==> src/rtl/pc_pkg.sv <==
// pc_pkg: shared definitions for the program-counter unit.
//   - 2-bit branch predictor counter states
//   - BTB entry layout (tag/target stored at a fixed maximum width of 64 bits,
//     so ADDR_W must not exceed PC_W_MAX)
//   - saturating counter update helper
package pc_pkg;

    localparam int unsigned PC_W_MAX = 64;

    localparam logic [1:0] STRONG_NT = 2'd0;
    localparam logic [1:0] WEAK_NT   = 2'd1;
    localparam logic [1:0] WEAK_T    = 2'd2;
    localparam logic [1:0] STRONG_T  = 2'd3;

    typedef struct packed {
        logic                valid;
        logic [PC_W_MAX-1:0] tag;
        logic [PC_W_MAX-1:0] target;
        logic [1:0]          ctr;
    } btb_entry_t;

    // Move the counter one step toward the resolved direction, saturating at the ends.
    function automatic logic [1:0] ctr_update(input logic [1:0] ctr, input logic taken);
        logic [1:0] nxt;
        nxt = ctr;
        if (taken) begin
            if (ctr != STRONG_T) nxt = ctr + 2'd1;
        end else begin
            if (ctr != STRONG_NT) nxt = ctr - 2'd1;
        end
        return nxt;
    endfunction

endpackage

==> src/rtl/pc_btb.sv <==
// pc_btb: direct-mapped branch target buffer with 2-bit counters.
// Only instantiated when PC_BTB_EN is defined.
// Ports:
//   clk, rst           clock, asynchronous active-high reset (clears every entry)
//   fetch_pc           PC being fetched; looked up combinationally
//   hit_taken_c        hit with counter in a taken state
//   hit_target_c       stored target of the looked-up entry
//   upd_valid          execute stage holds a valid instruction
//   upd_pc             PC of the execute-stage instruction (update index/tag)
//   upd_is_branch      conditional or unconditional branch
//   upd_taken          resolved direction
//   upd_target         resolved branch target
//   upd_mispredict     execute-stage mispredict (used to evict aliased non-branches)
module pc_btb
    import pc_pkg::*;
#(
    parameter int unsigned ADDR_W  = 64,
    parameter int unsigned ENTRIES = 16
) (
    input  logic              clk,
    input  logic              rst,
    input  logic [ADDR_W-1:0] fetch_pc,
    output logic              hit_taken_c,
    output logic [ADDR_W-1:0] hit_target_c,
    input  logic              upd_valid,
    input  logic [ADDR_W-1:0] upd_pc,
    input  logic              upd_is_branch,
    input  logic              upd_taken,
    input  logic [ADDR_W-1:0] upd_target,
    input  logic              upd_mispredict
);

    localparam int unsigned IDX_W  = $clog2(ENTRIES);
    localparam int unsigned TAG_SH = IDX_W + 2;

    btb_entry_t mem_q [ENTRIES];
    btb_entry_t mem_d [ENTRIES];

    logic [IDX_W-1:0]    rd_idx;
    logic [PC_W_MAX-1:0] rd_tag;
    btb_entry_t          rd_entry;
    logic                rd_hit;

    logic [IDX_W-1:0]    wr_idx;
    logic [PC_W_MAX-1:0] wr_tag;
    btb_entry_t          wr_old;
    btb_entry_t          wr_new;
    logic                wr_hit;
    logic                wr_en;

    // Fetch-side lookup; reads pre-edge contents even when the same index is being written.
    always_comb begin : lookup
        rd_idx       = fetch_pc[2 +: IDX_W];
        rd_tag       = PC_W_MAX'(fetch_pc >> TAG_SH);
        rd_entry     = mem_q[rd_idx];
        rd_hit       = rd_entry.valid && (rd_entry.tag == rd_tag);
        hit_taken_c  = rd_hit && rd_entry.ctr[1];   // WEAK_T or STRONG_T
        hit_target_c = ADDR_W'(rd_entry.target);
    end

    // Execute-side training.
    always_comb begin : update
        wr_idx = upd_pc[2 +: IDX_W];
        wr_tag = PC_W_MAX'(upd_pc >> TAG_SH);
        wr_old = mem_q[wr_idx];
        wr_hit = wr_old.valid && (wr_old.tag == wr_tag);
        wr_new = wr_old;
        wr_en  = 1'b0;
        if (upd_valid && upd_is_branch) begin
            if (wr_hit) begin
                wr_en      = 1'b1;
                wr_new.ctr = ctr_update(wr_old.ctr, upd_taken);
                if (upd_taken) wr_new.target = PC_W_MAX'(upd_target);
            end else if (upd_taken) begin
                wr_en         = 1'b1;
                wr_new.valid  = 1'b1;
                wr_new.tag    = wr_tag;
                wr_new.target = PC_W_MAX'(upd_target);
                wr_new.ctr    = WEAK_T;
            end
        end else if (upd_valid && upd_mispredict && wr_hit) begin
            // A non-branch matched an entry by aliasing; drop it.
            wr_en        = 1'b1;
            wr_new.valid = 1'b0;
        end

        mem_d = mem_q;
        if (wr_en) mem_d[wr_idx] = wr_new;
    end

    always_ff @(posedge clk or posedge rst) begin
        if (rst) begin
            mem_q <= '{default: '0};
        end else begin
            mem_q <= mem_d;
        end
    end

endmodule

==> src/rtl/pc_unit.sv <==
// pc_unit: fetch program counter with stall hold, branch resolution and
// mispredict redirect for the 64-bit LEGv8-style pipeline.
// Optional BTB prediction is compiled in with the PC_BTB_EN macro; without it
// prediction is static not-taken (PredTarget = PC + 4).
// Ports:
//   Clk, Reset            clock, asynchronous active-high reset
//   StallEn               hold the fetch PC (a redirect overrides it)
//   PC                    current fetch PC (registered)
//   PredTaken/PredTarget  fetch prediction for PC, carried down the pipe
//   Ex*                   resolved instruction from execute with its carried prediction
//   Flush                 combinational mispredict indication to squash upstream stages
module pc_unit
    import pc_pkg::*;
#(
    parameter int unsigned       ADDR_W      = 64,
    parameter logic [ADDR_W-1:0] RESET_PC    = '0,
    parameter int unsigned       BTB_ENTRIES = 16
) (
    input  logic              Clk,
    input  logic              Reset,
    input  logic              StallEn,
    output logic [ADDR_W-1:0] PC,
    output logic              PredTaken,
    output logic [ADDR_W-1:0] PredTarget,
    input  logic              ExValid,
    input  logic [ADDR_W-1:0] ExPC,
    input  logic [ADDR_W-1:0] ExImm,
    input  logic              ExBranch,
    input  logic              ExUncond,
    input  logic              ExZorNZ,
    input  logic              ExALUZero,
    input  logic              ExPredTaken,
    input  logic [ADDR_W-1:0] ExPredTarget,
    output logic              Flush
);

    logic [ADDR_W-1:0] pc_q;
    logic [ADDR_W-1:0] pc_d;
    logic [ADDR_W-1:0] seq_next;
    logic [ADDR_W-1:0] br_target;
    logic [ADDR_W-1:0] fall_thru;
    logic [ADDR_W-1:0] actual_next;
    logic              taken;
    logic              mispredict;

    // Direction is already implied by the carried target, so only the target is compared.
    logic unused_ex_pred_taken;
    assign unused_ex_pred_taken = ExPredTaken;

    // Resolve the execute-stage instruction and compare against its carried prediction.
    always_comb begin : resolve
        br_target   = ExPC + (ExImm << 2);
        fall_thru   = ExPC + ADDR_W'(4);
        taken       = ExUncond | (ExBranch & (ExZorNZ ? ExALUZero : ~ExALUZero));
        actual_next = taken ? br_target : fall_thru;
        mispredict  = ExValid & (ExPredTarget != actual_next);
    end

    assign Flush    = mispredict;
    assign seq_next = pc_q + ADDR_W'(4);

`ifdef PC_BTB_EN
    logic              btb_taken_c;
    logic [ADDR_W-1:0] btb_target_c;

    pc_btb #(
        .ADDR_W  (ADDR_W),
        .ENTRIES (BTB_ENTRIES)
    ) u_btb (
        .clk            (Clk),
        .rst            (Reset),
        .fetch_pc       (pc_q),
        .hit_taken_c    (btb_taken_c),
        .hit_target_c   (btb_target_c),
        .upd_valid      (ExValid),
        .upd_pc         (ExPC),
        .upd_is_branch  (ExBranch | ExUncond),
        .upd_taken      (taken),
        .upd_target     (br_target),
        .upd_mispredict (mispredict)
    );

    always_comb begin : predict
        PredTaken  = btb_taken_c;
        PredTarget = btb_taken_c ? btb_target_c : seq_next;
    end
`else
    localparam int unsigned unused_btb_entries = BTB_ENTRIES;

    always_comb begin : predict
        PredTaken  = 1'b0;
        PredTarget = seq_next;
    end
`endif

    // Redirect beats stall; otherwise follow the fetch prediction.
    always_comb begin : next_pc
        pc_d = pc_q;
        if (mispredict) begin
            pc_d = actual_next;
        end else if (!StallEn) begin
            pc_d = PredTarget;
        end
    end

    always_ff @(posedge Clk or posedge Reset) begin
        if (Reset) begin
            pc_q <= RESET_PC;
        end else begin
            pc_q <= pc_d;
        end
    end

    assign PC = pc_q;

endmodule

==> config.mk <==
export PLATFORM = sky130hd
export DESIGN_NAME = pc_unit
export DESIGN_NICKNAME = d
export VERILOG_FILES = /design/src/rtl/pc_pkg.sv /design/src/rtl/pc_btb.sv /design/src/rtl/pc_unit.sv
export SDC_FILE = /design/constraint.sdc
export NUM_CORES = 1
export LEC_CHECK = 0
export CAP_MARGIN = 10
export CORE_AREA = 2 2 122 213
export CTS_BUF_LIST = sky130_fd_sc_hd__clkbuf_8
export DETAILED_ROUTE_END_ITERATION = 10
export DIE_AREA = 0 0 124 215
export PLACE_DENSITY_LB_ADDON = 0.1
export SLEW_MARGIN = 20
export SYNTH_ARGS = -nofsm -noshare
export SYNTH_HDL_FRONTEND = slang
export SYNTH_SLANG_ARGS = --single-unit
==> constraint.sdc <==
create_clock -name Clk -period 5.6 [get_ports Clk]
set_input_delay 0.56 -clock Clk [delete_from_list [all_inputs] [get_ports Clk]]
set_output_delay 0.56 -clock Clk [all_outputs]
set_load 0.1 [all_outputs]
==> flow_summary.yaml <==
power:
  max-vdd-ir-drop_mv: 0.7541
  share_comb_of_total_power: 0.797
  switchingPower_mw: 3.939
  power.density_nw_per_um2: 348.5
  internal-power_mw: 2.434
  leakagePower_nw: 7.831
  seqPwrFrac: 0.137
  power_frac_clock: 0.066
  p_sw_frac: 0.6180
synthesis:
  synth_top_area_frac: 0.1448
  synth_area_um2: 11060
  synth_edf_count: 0
  synth_sequential_area_ratio: 0.1448
  async_reset_ff_frac: 1.000
  synth_top_cells_by_count: "sky130_fd_sc_hd__xnor2_1, sky130_fd_sc_hd__nor2_1, sky130_fd_sc_hd__nand2_1"
  synth_area_leader: "sky130_fd_sc_hd__dfrtp_1"
  postSynthNetCount: 1738
  synthesized_flop_and_latch_total: 64
  post-synth-top-count-cell: "sky130_fd_sc_hd__xnor2_1"
  number_of_standard_cells_after_synthesis: 1474
  netlist_top_cells_area: "sky130_fd_sc_hd__dfrtp_1, sky130_fd_sc_hd__xnor2_1, sky130_fd_sc_hd__xor2_1"
  ys_warnings: 0
  post_synth_num_cell_types: 83
  synth_area_per_cell_um2: 7.501
  dominantRegCellSynth: "sky130_fd_sc_hd__dfrtp_1"
place:
  place.gp.congestion: 1.093
  preCtsSetupSlack_ns: -1.096
  io_buffers: 326
  detailedPlacementHpwl_um: 47490
  numPlacedInstances: 2447
routing:
  via_per_inst: 5.888
  dr.pass1.iters: 8
  wire_per_inst_um: 23.01
  detail-route-antenna-nets: 0
  drtIter0Drc: 756
  routed_wl_um: 57140
  num_vias: 14620
  post-route-drc-count: 3
min_path:
  hold_path_depth: 1
  endpoint_worst_hold: "PC[1]"
  min_path_type: "reg -> reg"
  min-delay-start: "PC[1]"
setup_path:
  critical_path.cell_chain: "dlygate4sd2_1 > xnor2_2 > a21oi_4 > buf_12 > buf_4 > nor2b_1 > ha_1 > o21ai_1 > a211oi_4 > o21a_1 > o31ai_2 > buf_4 > buf_4 > nand2_1 > nor3b_1 > or3_1 > a2111oi_2 > nand4_1 > and4b_1 > nand4_1 > o21ai_4 > inv_2 > buf_12"
  critical_path_peak_fanout: 8
  required_ns: 5.04
  critical_path_class: "in -> out"
  path_buf_inv: 7
  ff2ff_path_depth: 14
  cpMostUsedCell: "sky130_fd_sc_hd__buf_4"
  reg2reg_to: "PC[62]"
  cp-startpoint: "ExALUZero"
  r2r_setup_slack_ns: 1.41
  critical_path.reg2reg.startpoint: "PC[10]"
  crit_path_end_kind: "output pin"
  worst_path_largest_cell_delay_ns: 0.38
  path_delay_family: "compound AO/OA/AOI/OAI gates"
  cp.arrival_ns: 5.07
  setup.worst_path.start_class: "input pin"
  timing.critical_path.slowest_stage_cell: "sky130_fd_sc_hd__a211oi_4"
timing:
  fmaxAchievable_mhz: 177.6
  layout_setup_ws_ns: -0.02973
  finalSetupViolCount: 1
  tightestPinTransition_ns: 1.023
  finalHoldWorstSlack_ns: 0.5322
  fin_crit_sh: 1.005
  finClkSkew_ns: 0.01055
  slew-limit-headroom: 0.3160
  final_max_slew_viol_count: 0
  rsz0062_at_grt: "true"
  hold_violations: 0
  minimum_clock_period_after_layout_ns: 5.630
clocking:
  tritoncts.num_buffers: 9
  ctsHtreeMaxLevel: 3
  clkSlewWorstSetupHoldPaths_ns: 0.07
  ctsRootBufferMaster: "sky130_fd_sc_hd__clkbuf_8"
  skew_pair_late_insertion_delay_ns: 0.36
  cts_hold_repair.buffers: 0
  tritoncts: "built"
  clockBufferDepth: 2
  cts.sink_count: 64
finish:
  layout-drive-gt1-share: 0.2669
  area_used_by_multi_input_combinational_logic_um2: 9435
  final_util: 0.7301
  area_growth_syn_to_layout_pct: 65.41
  fin_nets: 2425
  layout.filler_cells: 1924
  largest_register_ffs: 64
  layout.cells.non_filler: 2483
  layout.area.seq_um2: 1602
die:
  num_io_pins: 331
  die_x_extent_um: 124
  core_um2: 25050
  initial_standard_cell_utilization_of_the_core: 0.4414
  die_height_um: 215
  rows: 77
  die-area_um2: 26660
outcome:
  violations_in_the_final_reports: "design-rule violations, negative setup slack"
  status: "finished with violations"
global_routing:
  grt_antenna_before_repair: 0
  grt_pass1_wl_um: 83240
  vias_in_the_first_global_route: 15330
  grt_use_total: 0.4159
  grt_max_degree: 65
  global_route.overflow_total: 0
job:
  maxCapViolations: 0
final cells by class:
| class | instances | area share |
|---|---|---|
| multi-input combinational | 1305 | 0.5159 |
| timing repair buffer | 757 | 0.3586 |
| sequential | 64 | 0.08757 |
| tap | 316 | 0.02162 |
| clock buffer | 11 | 0.008278 |
| inverter | 24 | 0.004926 |
| clock inverter | 5 | 0.003010 |
| antenna | 1 | 0.0001368 |
kinds of logic after synthesis:
group / share of synthesized area
and+or+nand+nor: 0.2913
AOI/OAI and AO/OA: 0.1824
xor gates and xnor gates: 0.2004
buffers and inverters: 0.04719
muxes: 0.06156
DFF: 0.1448
adders and majority gates: 0.07197
other: 0.0003392
placed cells by master, fill, tap and decap left out, types with 11 or more instances in the layout:
cell                              Yosys  final
sky130_fd_sc_hd__buf_4                7    441
sky130_fd_sc_hd__clkdlybuf4s50_1      0    303
sky130_fd_sc_hd__nor2_1             134    133
sky130_fd_sc_hd__xnor2_1            135    131
sky130_fd_sc_hd__nand2_1            127    123
sky130_fd_sc_hd__xor2_1              97     91
sky130_fd_sc_hd__a21oi_1             97     79
sky130_fd_sc_hd__nor2b_1             75     74
sky130_fd_sc_hd__dfrtp_1             64     64
sky130_fd_sc_hd__ha_1                62     60
sky130_fd_sc_hd__nand3_1             59     59
sky130_fd_sc_hd__mux2i_1             59     59
sky130_fd_sc_hd__nand4_1             51     51
sky130_fd_sc_hd__o21ai_0             54     45
sky130_fd_sc_hd__nor3_1              40     36
sky130_fd_sc_hd__inv_1               23     22
sky130_fd_sc_hd__o21ai_1             25     22
sky130_fd_sc_hd__nand2b_1            20     19
sky130_fd_sc_hd__a21oi_2              2     18
sky130_fd_sc_hd__and3_1              18     17
sky130_fd_sc_hd__a21o_1              17     17
sky130_fd_sc_hd__a31oi_1             15     15
sky130_fd_sc_hd__o21a_1              14     14
sky130_fd_sc_hd__nor4_1              19     14
sky130_fd_sc_hd__and4_1              13     11
sky130_fd_sc_hd__clkbuf_8             0     11
metrics by stage:
stage | area, um^2 | TNS, ns | total power [mW]
6_report | 18290 | -0.02973 | 6.373
3_5_place_dp | 17410 | -59.50 | 5.779
3_3_place_gp | 17410 | -51.57 | 5.727
4_1_cts | 18150 | 0 | 6.301
5_1_grt | 18290 | -0.1819 | 6.563
2_1_floorplan | 11090 | -0.02613 | 4.092
worst max path at each step:
stage	endpoint	slack, ns	cells past startpoint
6_report	Flush	-0.03	23
3_5_place_dp	PC[10]	-1.10	25
5_1_grt	Flush	-0.18	25
3_3_place_gp	Flush	-0.92	24
2_1_floorplan	PredTarget[51]	-0.03	11
4_1_cts	Flush	0.003	24
power groups by stage:
stage / Combinational (mW) / Clock [mW] / Sequential (mW)
finish: 5.08 / 0.420 / 0.872
global route: 5.24 / 0.439 / 0.888
CTS: 5.02 / 0.421 / 0.864
detailed placement: 4.91 / 0 / 0.870
global placement: 4.87 / 0 / 0.858
floorplan: 2.29 / 0 / 1.80
repair_timing:
item,CTS,global route
resized for setup,86,30
endpoints found under the setup margin,65,65
pin swaps,35,12
cloned,2,0
setup buffers,17,1
routing by layer:
layer  GRT usage  share of wire  vias to the layer above
met5           0              0                        -
met4      0.4150           0.12                        0
met3     0.07988          0.060                      346
met2      0.7729           0.53                      740
met1      0.3387           0.29                     6872
li1            -              -                     6661
worst register-to-register path, delay by kind of cell (launching register included):
family        cells  cell delay [ns]
simple gates     11             2.96
flops             1             0.53
mux               1             0.30
buf+inv           1             0.20
xor+xnor          1             0.10
Note: power is estimated with default switching activity, not from simulation.
